$ cat config.mk
export PLATFORM = sky130hd
export DESIGN_NAME = mem_interface_multi
export DESIGN_NICKNAME = d
export VERILOG_FILES = /design/src/rtl/mem_interface_multi.sv
export SDC_FILE = /design/constraint.sdc
export NUM_CORES = 1
export LEC_CHECK = 0
export ABC_AREA = 0
export BUFFER_PORTS_ARGS = -buffer_cell sky130_fd_sc_hd__buf_2
export CORE_MARGIN = 3
export CORE_UTILIZATION = 40
export CTS_CLUSTER_SIZE = 24
export DETAILED_ROUTE_END_ITERATION = 16
export PLACE_DENSITY = 0.77
export SLEW_MARGIN = 20
export SYNTH_ARGS = -nofsm -noshare
export SYNTH_HDL_FRONTEND = slang
export SYNTH_SLANG_ARGS = --single-unit
$ cat constraint.sdc
create_clock -name iCLK -period 1.6 [get_ports iCLK]
set_clock_uncertainty 0.15 [all_clocks]
set_input_delay 0.08 -clock iCLK [delete_from_list [all_inputs] [get_ports iCLK]]
set_output_delay 0.08 -clock iCLK [all_outputs]
set_load 0.02 [all_outputs]
$ cat src/rtl/mem_interface_multi.sv
// Memory-side stage of the multicycle core: drives a unified 1-cycle-latency RAM
// and holds the IR and MDR, with RV32I load/store sizing and alignment checks.
module mem_interface_multi #(
    parameter int unsigned ADDR_W    = 32,
    parameter logic [31:0] NOP_INSTR = 32'h00000013
) (
    input  logic              iCLK,
    input  logic              iRST,
    input  logic [ADDR_W-1:0] iPC,
    input  logic [ADDR_W-1:0] iALUOut,
    input  logic [31:0]       iRegB,
    input  logic [2:0]        iFunct3,
    input  logic              iIouD,
    input  logic              iMemRead,
    input  logic              iMemWrite,
    input  logic              iEscreveIR,
    input  logic [31:0]       iMemRData,
    output logic [ADDR_W-3:0] oMemAddr,
    output logic [31:0]       oMemWData,
    output logic [3:0]        oMemBE,
    output logic              oMemWE,
    output logic              oMemRE,
    output logic [31:0]       oIR,
    output logic [31:0]       oMDR,
    output logic              oBusy,
    output logic              oMisaligned
);

    typedef enum logic [1:0] {
        SZ_BYTE,
        SZ_HALF,
        SZ_WORD
    } size_t;

    logic [ADDR_W-1:0] addr;
    logic [1:0]        off;
    size_t             size;
    logic              misal;
    logic              prevRd, prevWr;
    logic              rdEdge, wrEdge;
    logic              rdIssue, wrIssue;
    logic              pendValid, pendIR;
    logic [1:0]        pendOff;
    logic [2:0]        pendFunct3;
    logic [31:0]       irReg, mdrReg;
    logic [7:0]        loadByte;
    logic [15:0]       loadHalf;
    logic [31:0]       loadVal;

    assign addr     = iIouD ? iALUOut : iPC;
    assign off      = addr[1:0];
    assign oMemAddr = addr[ADDR_W-1:2];

    always_comb begin
        size = SZ_WORD;
        if (iIouD) begin
            unique case (iFunct3[1:0])
                2'b00:   size = SZ_BYTE;
                2'b01:   size = SZ_HALF;
                default: size = SZ_WORD;
            endcase
        end
    end

    assign misal = ((size == SZ_HALF) && off[0]) || ((size == SZ_WORD) && (off != 2'b00));

    // Only the first cycle of a held strobe issues; reset masks every request.
    assign wrEdge  = iRST & iMemWrite & ~prevWr;
    assign rdEdge  = iRST & iMemRead & ~prevRd;
    assign wrIssue = wrEdge & ~misal;
    assign rdIssue = rdEdge & ~wrEdge & ~misal;

    assign oMemWE      = wrIssue;
    assign oMemRE      = rdIssue;
    assign oMisaligned = (wrEdge | rdEdge) & misal;

    always_comb begin
        oMemBE    = '0;
        oMemWData = '0;
        if (wrIssue) begin
            unique case (size)
                SZ_BYTE: begin
                    oMemBE    = 4'b0001 << off;
                    oMemWData = {4{iRegB[7:0]}};
                end
                SZ_HALF: begin
                    oMemBE    = 4'b0011 << off;
                    oMemWData = {2{iRegB[15:0]}};
                end
                default: begin
                    oMemBE    = 4'b1111;
                    oMemWData = iRegB;
                end
            endcase
        end
    end

    always_comb begin
        loadByte = iMemRData[{pendOff, 3'b000} +: 8];
        loadHalf = pendOff[1] ? iMemRData[31:16] : iMemRData[15:0];
        unique case (pendFunct3)
            3'b000:  loadVal = {{24{loadByte[7]}}, loadByte};
            3'b001:  loadVal = {{16{loadHalf[15]}}, loadHalf};
            3'b100:  loadVal = {24'h000000, loadByte};
            3'b101:  loadVal = {16'h0000, loadHalf};
            default: loadVal = iMemRData;
        endcase
    end

    always_ff @(posedge iCLK or negedge iRST) begin
        if (!iRST) begin
            prevRd     <= 1'b0;
            prevWr     <= 1'b0;
            pendValid  <= 1'b0;
            pendIR     <= 1'b0;
            pendOff    <= '0;
            pendFunct3 <= '0;
            irReg      <= NOP_INSTR;
            mdrReg     <= '0;
        end else begin
            prevRd    <= iMemRead;
            prevWr    <= iMemWrite;
            pendValid <= rdIssue;
            if (rdIssue) begin
                pendIR     <= iEscreveIR & ~iIouD;
                pendOff    <= off;
                // Instruction-side reads are always full words, whatever funct3 holds.
                pendFunct3 <= iIouD ? iFunct3 : 3'b010;
            end
            if (pendValid) begin
                if (pendIR) begin
                    irReg <= iMemRData;
                end else begin
                    mdrReg <= loadVal;
                end
            end
        end
    end

    assign oIR   = irReg;
    assign oMDR  = mdrReg;
    assign oBusy = pendValid;

endmodule

Word level (Yosys, flattened, before mapping)
Cells that the tools add are included.
W data, S select, Z words.
Operators by class
  mux-type cells: 10
  bitwise logic cells: 16
  equal/unequal tests: 6
  shift-type cells: 3
  reductions and logical operators: 9
Operators with widths (count)
  $pmux W32 S4: 1
  $mux W32: 2
  $pmux W32 S2: 1
  $shiftx A32 B6 Y8: 1
  $mux W16: 1
  $and A1 B1 Y1: 9
  $pmux W4 S2: 1
  $eq A3 B3 Y1 const B: 2
  $not A1 Y1: 6
  $eq A2 B1 Y1 const B: 2
  $logic_not A2 Y1: 2
  $mux W4: 1
  $pmux W2 S2: 1
  $reduce_and A2 Y1: 2
  $shl A1 B2 Y4 const A: 1
  $shl A2 B2 Y4 const A: 1
  $eq A3 B1 Y1 const B: 1
  $logic_not A3 Y1: 1
  $mux W3: 1
  $eq A2 B2 Y1 const B: 1
  $logic_and A1 B1 Y1: 2
  $mux W2: 1
  $reduce_bool A2 Y1: 1
  $logic_or A1 B1 Y1: 1
  $or A1 B1 Y1: 1
Storage, ports and cells
  flip-flop bits (word level): 73

Longest topological paths before layout
Gate-level depths: netlist (run 1).
  depth in word-level cells: 9
  depth in mapped cells: 7
  gate-level depth less buffers: 5

Worst setup path before layout (run 1)
Ideal clock, no wire load.
  path kind: register to output
  start point: reg prevWr
  end point: out oMemWData[13]
  cell stages (with the launch flop): 7
  setup slack: -128 ps
  required time: 1370 ps
  arrival time: 1498 ps
  path through: dfrtp_1 > nor2b_1 > nand2_1 > a21o_1 > buf_6 > buf_6 > nor3_1
On the way
  cells in the longest elaborated chain, start to end: 4
RTL lines
  start, declared: line 39  | logic prevRd, prevWr;
  start signal, assigned: line 122  | prevWr <= iMemWrite;
  $not A1 Y1: line 68  | assign wrEdge = iRST & iMemWrite & ~prevWr;
  $and A1 B1 Y1: line 68
  $and A1 B1 Y1: line 70  | assign wrIssue = wrEdge & ~misal;
  $mux W32: line 80  | if (wrIssue) begin
  end, declared: line 19  | output logic [31:0] oMemWData,
No other way between the ends.

Worst setup path in the final report (run 1)
  start point: reg pendOff[0]
  end point: reg mdrReg[9], in the netlist oMDR[9]
On the way
  cells in the longest elaborated chain, start to end: 2
RTL lines
  start, declared: line 43  | logic [1:0] pendOff;
  start signal, assigned: line 116  | pendOff <= '0;
  start signal, assigned: line 126  | pendOff <= off;
  $shiftx A32 B6 Y8: line 99  | loadByte = iMemRData[{pendOff, 3'b000} +: 8];
  $pmux W32 S4: line 101  | unique case (pendFunct3)
  end signal, assigned: line 134  | mdrReg <= loadVal;
  end, declared: line 45  | logic [31:0] irReg, mdrReg;
No other way between the ends.
A chain may end at the register's enable or synchronous reset.

==> run metrics, run 1 <==
CTS tree done; clock insertion delay at the later pin of the skew report 0.34 ns; Worst Hold End oIR[7]$_DFFE_PN0P_; vias per inst 5.37; reg-to-reg slack, setup -0.35 ns; # clock sinks 73; WP data arrival 2.07 ns; final hold vios 0; most frequent cells in the layout buf_2, mux2_2, dfrtp_1; Util after Layout 69.7%; startpoint types register; port buffer count 270; Syn Std Cell Area 4660 sq um; hold depth 3; RSZ-0062 raised after global routing true; crit end category register; Max-cap violations 0; global placement routability congestion 0.879; first-pass GRT wire length 27.2 mm; core region area 11,100 sq um; detailed router's first-iteration violation count 271; Die Wd 114 um; vias in the first global route 5,096; Unique masters post-synth 40; WHS 0.0316 ns; Synth Register Bits 73; Period minus WS final 1.95 ns; Int Pwr 5.75 mW; syn_nets 632; DP Cell Count 880; share of cells above drive strength 1 61.3%; detailed-placement wirelength estimate 13.3 mm; clock power share 21.1%; min-delay src iMemRData[7]; Antenna Nets Post-Route 0; non-filler cells, final 953; Sw Share 39.6%; FMAX 512 MHz; antenna violations before repair 2; slew of the pin with the lowest slew margin 0.711 ns; CTS max path bufs 2; clock tree root buffer cell clkbuf_16; pwr dens 1230 nW/um^2; Max VDD drop 1.21 mV; row count 38; drt drc 0; GRT Overall Usage 26.8%; WL/cell 19.5 um; global route overflow 0; status finished, violations left; FF-to-FF End oMDR[9]$_DFFE_PN0P_; Seq/Total Area, Yosys 39.3%; starting density of the core 41.9%; crit path setup slack, layout -0.354 ns; full die area 13,000 sq um; P_sw 3.77 mW; crit path max fanout 7; Place WS -0.534 ns; Ys Warns 0; H-tree depth 3; critical setup path kind register to register; fin crit share 122%; DRT Pass-1 Iters 4; Gate Count Post-Synth 495; violated checks setup timing; worst endpoint required time 1.71 ns; Vias 5,120; CTS buffer count 9; Max transition margin 52.3%; final wirelength 18.6 mm; fillcell total 812; Pins Over Slew Limit 0; clock-pin slew on the worst setup and hold paths 0.06 ns; largest net degree at the start of global routing 40; worst reg2reg path startpoint pendOff[0]$_DFFE_PN0P_; Die Y 114 um; combinational share of power 47.1%; Flop pwr share 31.8%; leakage power 3.59 nW; Reg2Reg Depth 6; worst hold path class input pin to register; Avg Inst Size Synth 9.42 sq um; commonest non-fill, non-tap cell in the layout buf_2; Layout Area Growth over Synthesis 66.3%; Nets 943; setup violators final 68; final setup TNS -16.80 ns; Ports 271
[metrics by stage]
| stage | area [sq um] | power (mW) |
|---|---|---|
| 3_3_place_gp | 6230 | 6.78 |
| 3_5_place_dp | 6230 | 6.91 |
| 2_1_floorplan | 4770 | 5.45 |
| 6_report | 7750 | 9.52 |
| 4_1_cts | 7430 | 9.22 |
| 5_1_grt | 7750 | 9.99 |
[synthesized netlist by cell type, drive strengths merged]
master | number | area, sq um
a211oi | 24 | 180
a21boi | 1 | 18.8
a21o | 8 | 60.1
a21oi | 35 | 183
a2bb2oi | 7 | 61.3
a31oi | 9 | 56.3
and2 | 8 | 50.1
buf | 48 | 337
clkbuf | 17 | 63.8
dfrtp | 70 | 1750
dfstp | 3 | 78.8
inv | 6 | 22.5
mux2 | 74 | 833
mux2i | 13 | 130
nand2 | 56 | 210
nand2b | 3 | 18.8
nand3 | 8 | 40.0
nand3b | 1 | 7.51
nor2 | 43 | 161
nor2b | 12 | 75.1
nor3 | 18 | 101
nor3b | 1 | 12.5
nor4 | 1 | 6.26
nor4b | 1 | 23.8
o21ai | 13 | 65.1
o21bai | 1 | 7.51
o22ai | 2 | 18.8
or2 | 1 | 6.26
or2b | 1 | 7.51
or3 | 8 | 50.1
or4b | 1 | 13.8
xor2 | 1 | 8.76
[metal layers]
| layer | track usage, % | part of all wire [%] | up-vias |
|---|---|---|---|
| met1 | 30.2 | 37 | 2460 |
| met3 | 7.06 | 8.1 | 49 |
| li1 | - | - | 2339 |
| met5 | 0 | 0.070 | - |
| met2 | 47.5 | 51 | 270 |
| met4 | 11.6 | 3.8 | 2 |
[sequential cells by signal (all words and copies together), names as in the netlist]
| signal | count |
|---|---|
| pendIR | 1 |
| pendOff | 2 |
| oBusy | 1 |
| prevWr | 1 |
| oIR | 32 |
| prevRd | 1 |
| pendFunct3 | 3 |
| oMDR | 32 |
[what timing repair did]
item,in CTS,in global routing
setup buffers,9,7
hold endpoints to repair,128,0
endpoints found under the setup margin,67,73
pin swaps,15,16
resized for setup,113,50
hold buffers,38,0
cloned,0,2
[worst max-delay path, cell delays in order, from the launching register on]
cell	delay (ns)
dfrtp_2	0.46
mux2i_4	0.23
buf_6	0.12
or4b_4	0.48
nor4b_4	0.15
buf_6	0.16
a21oi_2	0.13
[logic make-up after synthesis]
kind of cell	count (synthesis)	share of synthesized area, %
simple gates	163	16.8
xor+xnor	1	0.188
compound gates	100	14.0
buf+inv	71	9.07
flops	73	39.3
mux	87	20.7
[how the worst max path moves through the flow]
stage	start	endpoint	cells after the start
finish	pendOff[0]$_DFFE_PN0P_	oMDR[9]$_DFFE_PN0P_	6
global route	pendOff[0]$_DFFE_PN0P_	oMDR[10]$_DFFE_PN0P_	6
CTS	prevWr$_DFF_PN0_	oMemWData[10]	6
detailed placement	pendOff[0]$_DFFE_PN0P_	oMDR[22]$_DFFE_PN0P_	4
global placement	pendOff[0]$_DFFE_PN0P_	oMDR[20]$_DFFE_PN0P_	4
floorplan	prevWr$_DFF_PN0_	oMemWData[13]	6
[area by class of cell]
cell class | instances | area, sq um | share of cell area [%]
diodes | 2 | 5.00 | 0.0646
clock buffers | 11 | 243 | 3.13
clock inverters | 5 | 55.1 | 0.710
inverters | 6 | 28.8 | 0.371
multi-input cells | 351 | 2880 | 37.2
flip-flops and latches | 73 | 1830 | 23.6
well taps | 140 | 175 | 2.26
repair buffers | 365 | 2530 | 32.6
[power groups by stage]
stage / sequential, mW / clock [mW] / combinational, mW
final: 3.03 / 2.01 / 4.48
after global routing: 3.10 / 2.13 / 4.76
after CTS: 2.99 / 2.04 / 4.19
after detailed placement: 3.01 / 0 / 3.90
after global placement: 2.98 / 0 / 3.80
after floorplan: 3.82 / 0 / 1.63
(Power assumes the default switching activity.)
==> run 2: changes to the inputs <==
--- a/config.mk
+++ b/config.mk
@@ -8,10 +8,10 @@
 export ABC_AREA = 0
 export BUFFER_PORTS_ARGS = -buffer_cell sky130_fd_sc_hd__buf_2
 export CORE_MARGIN = 3
-export CORE_UTILIZATION = 40
+export CORE_UTILIZATION = 45
 export CTS_CLUSTER_SIZE = 24
 export DETAILED_ROUTE_END_ITERATION = 16
-export PLACE_DENSITY = 0.77
+export PLACE_DENSITY = 0.82
 export SLEW_MARGIN = 20
 export SYNTH_ARGS = -nofsm -noshare
 export SYNTH_HDL_FRONTEND = slang
==> constraint.sdc (replaced) <==
create_clock -name iCLK -period 2.2 [get_ports iCLK]
set_clock_uncertainty 0.15 [all_clocks]
set_input_delay 0.11 -clock iCLK [delete_from_list [all_inputs] [get_ports iCLK]]
set_output_delay 0.11 -clock iCLK [all_outputs]
set_load 0.02 [all_outputs]
==> run 2 against run 1 <==
- the flow now finishes without violations
- power shrank 37%
- flip-flop and latch count is the same
- critical path depth is the same
- via count is 4.2% lower
- worst hold slack better by 0.0037 ns
- final cell count shrank 4.9%
- clock-buffer cell count unchanged
- final area is 16% lower
- worst setup slack gained 0.43 ns
- sequential power down 28%
- combinational power decreased by 38%
- die area fell by 11%
- critical endpoint is now oMemWData[25]
- largest power group unchanged
- highest routed layer is now met4
==> run metrics, run 2 (synthesized netlist as in run 1, its figures left out) <==
row count 36; most frequent cells in the layout buf_2, mux2_2, dfrtp_1; vias per inst 5.41; design area 6510 sq um; setup violators final 0; core region area 9910 sq um; Die Y 108 um; slew of the pin with the lowest slew margin 0.898 ns; leakage power 3.22 nW; worst reg2reg path startpoint pendOff[0]$_DFFE_PN0P_; H-tree depth 3; Antenna Nets Post-Route 0; share of cells above drive strength 1 50.9%; clock tree root buffer cell clkbuf_8; FF+latch area 1830 sq um; first-pass GRT wire length 26.0 mm; FMAX 472 MHz; largest net degree at the start of global routing 73; RSZ-0062 raised after global routing false; crit end category output pin; multi-input gate area in the final layout 2430 sq um; Max transition margin 40.1%; vias in the first global route 4,857; Vias 4,903; Ports 271; WL/cell 18.9 um; # clock sinks 73; Nets 905; Die Wd 108 um; Period minus WS final 2.12 ns; crit path max fanout 10; Layout Area Growth over Synthesis 39.7%; fillcell total 803; detailed router's first-iteration violation count 304; global route overflow 0; final wirelength 17.1 mm; port buffer count 270; Pins Over Slew Limit 0; critical setup path kind register to output pin; GRT Overall Usage 28.9%; Max-cap violations 0; pwr dens 914 nW/um^2; Reg2Reg Depth 4; worst endpoint required time 1.94 ns; antenna violations before repair 0; CTS buffer count 9; final hold vios 0; clock insertion delay at the later pin of the skew report 0.35 ns; CTS tree done; detailed-placement wirelength estimate 13.1 mm; DRT Pass-1 Iters 5; clock-pin slew on the worst setup and hold paths 0.07 ns; startpoint types register; CTS max path bufs 2; worst hold path class input pin to async pin; drt drc 0; Util after Layout 65.7%; Max VDD drop 0.578 mV; global placement routability congestion 0.882; WP data arrival 1.86 ns; Placed Instance Area 5920 sq um; reg-to-reg slack, setup 0.17 ns; commonest non-fill, non-tap cell in the layout buf_2; starting density of the core 47.0%; fin crit share 96.4%; FF-to-FF End oMDR[28]$_DFFE_PN0P_; full die area 11,600 sq um; status finished, final reports clean
==> run 2: cell types whose count changed in the layout (fill, tap and decap cells not counted), moves of 15 or more <==
cell / change
a211oi_1: +16
buf_4: -25
a21oi_1: +17
nor3_1: +16
buf_6: -46
buf_2: +39
nor3_4: -15
a211oi_2: -15
==> run 2: worst max-delay path by stage <==
stage | end | startpoint | cells after the start | slack (ns)
2_1_floorplan | oMemWData[13] | prevWr$_DFF_PN0_ | 6 | 0.44
3_3_place_gp | oMDR[20]$_DFFE_PN0P_ | pendOff[0]$_DFFE_PN0P_ | 4 | 0.16
3_5_place_dp | oMDR[24]$_DFFE_PN0P_ | pendOff[0]$_DFFE_PN0P_ | 4 | -0.05
4_1_cts | oMemWData[25] | prevWr$_DFF_PN0_ | 6 | 0.02
5_1_grt | oMemWData[30] | prevWr$_DFF_PN0_ | 6 | 0.05
6_report | oMemWData[25] | prevWr$_DFF_PN0_ | 6 | 0.08
==> run 2: critical path, stage by stage, from the launching register on <==
cell     delay [ns]
dfrtp_1        0.39
nor2b_2        0.16
nand2_2        0.11
a21o_4         0.25
buf_4          0.18
nor3_1         0.22
buf_2          0.21
==> run 2: area by class of cell <==
cell class,count,area share [%]
diodes,1,0.0384
clock inverters,4,0.692
inverters,6,0.403
well taps,133,2.56
repair buffers,327,28.9
flip-flops and latches,73,28.1
multi-input cells,351,37.3
clock buffers,11,2.02
==> run 2: power by group <==
group	internal, mW	leakage [nW]	total [mW]	switching [mW]
Combinational	1.10	2.28	2.77	1.67
Sequential	1.88	0.845	2.19	0.308
Clock	0.513	0.0929	0.993	0.480
==> run 2: per-stage QoR <==
step	cells	setup slack (ns)	TNS [ns]	power [mW]	hold WS, ns
2_1_floorplan	495	0.442	0	3.91	-0.336
3_3_place_gp	851	0.156	0	4.78	-0.248
3_5_place_dp	851	-0.0475	-0.262	4.89	-0.242
4_1_cts	905	0.0248	0	5.94	0.000395
5_1_grt	905	0.0541	0	6.27	0.0367
6_report	906	0.0794	0	5.95	0.0353
==> run 2: metal layers <==
metal,vias to the layer above,track usage [%],wire length (um)
li1,2260,-,-
met1,2344,33.9,6530
met2,267,53.0,9000
met3,32,5.88,1270
met4,0,8.39,314
met5,-,0,0
==> run 2: what timing repair did <==
| action | in CTS | in global routing |
|---|---|---|
| gates resized for setup | 2 | 4 |
| hold endpoints to repair | 129 | 0 |
| hold buffers | 39 | 0 |
| setup endpoints to repair | 17 | 18 |
| pin swaps | 0 | 0 |
| gates cloned | 0 | 0 |
| buffers inserted | 0 | 0 |
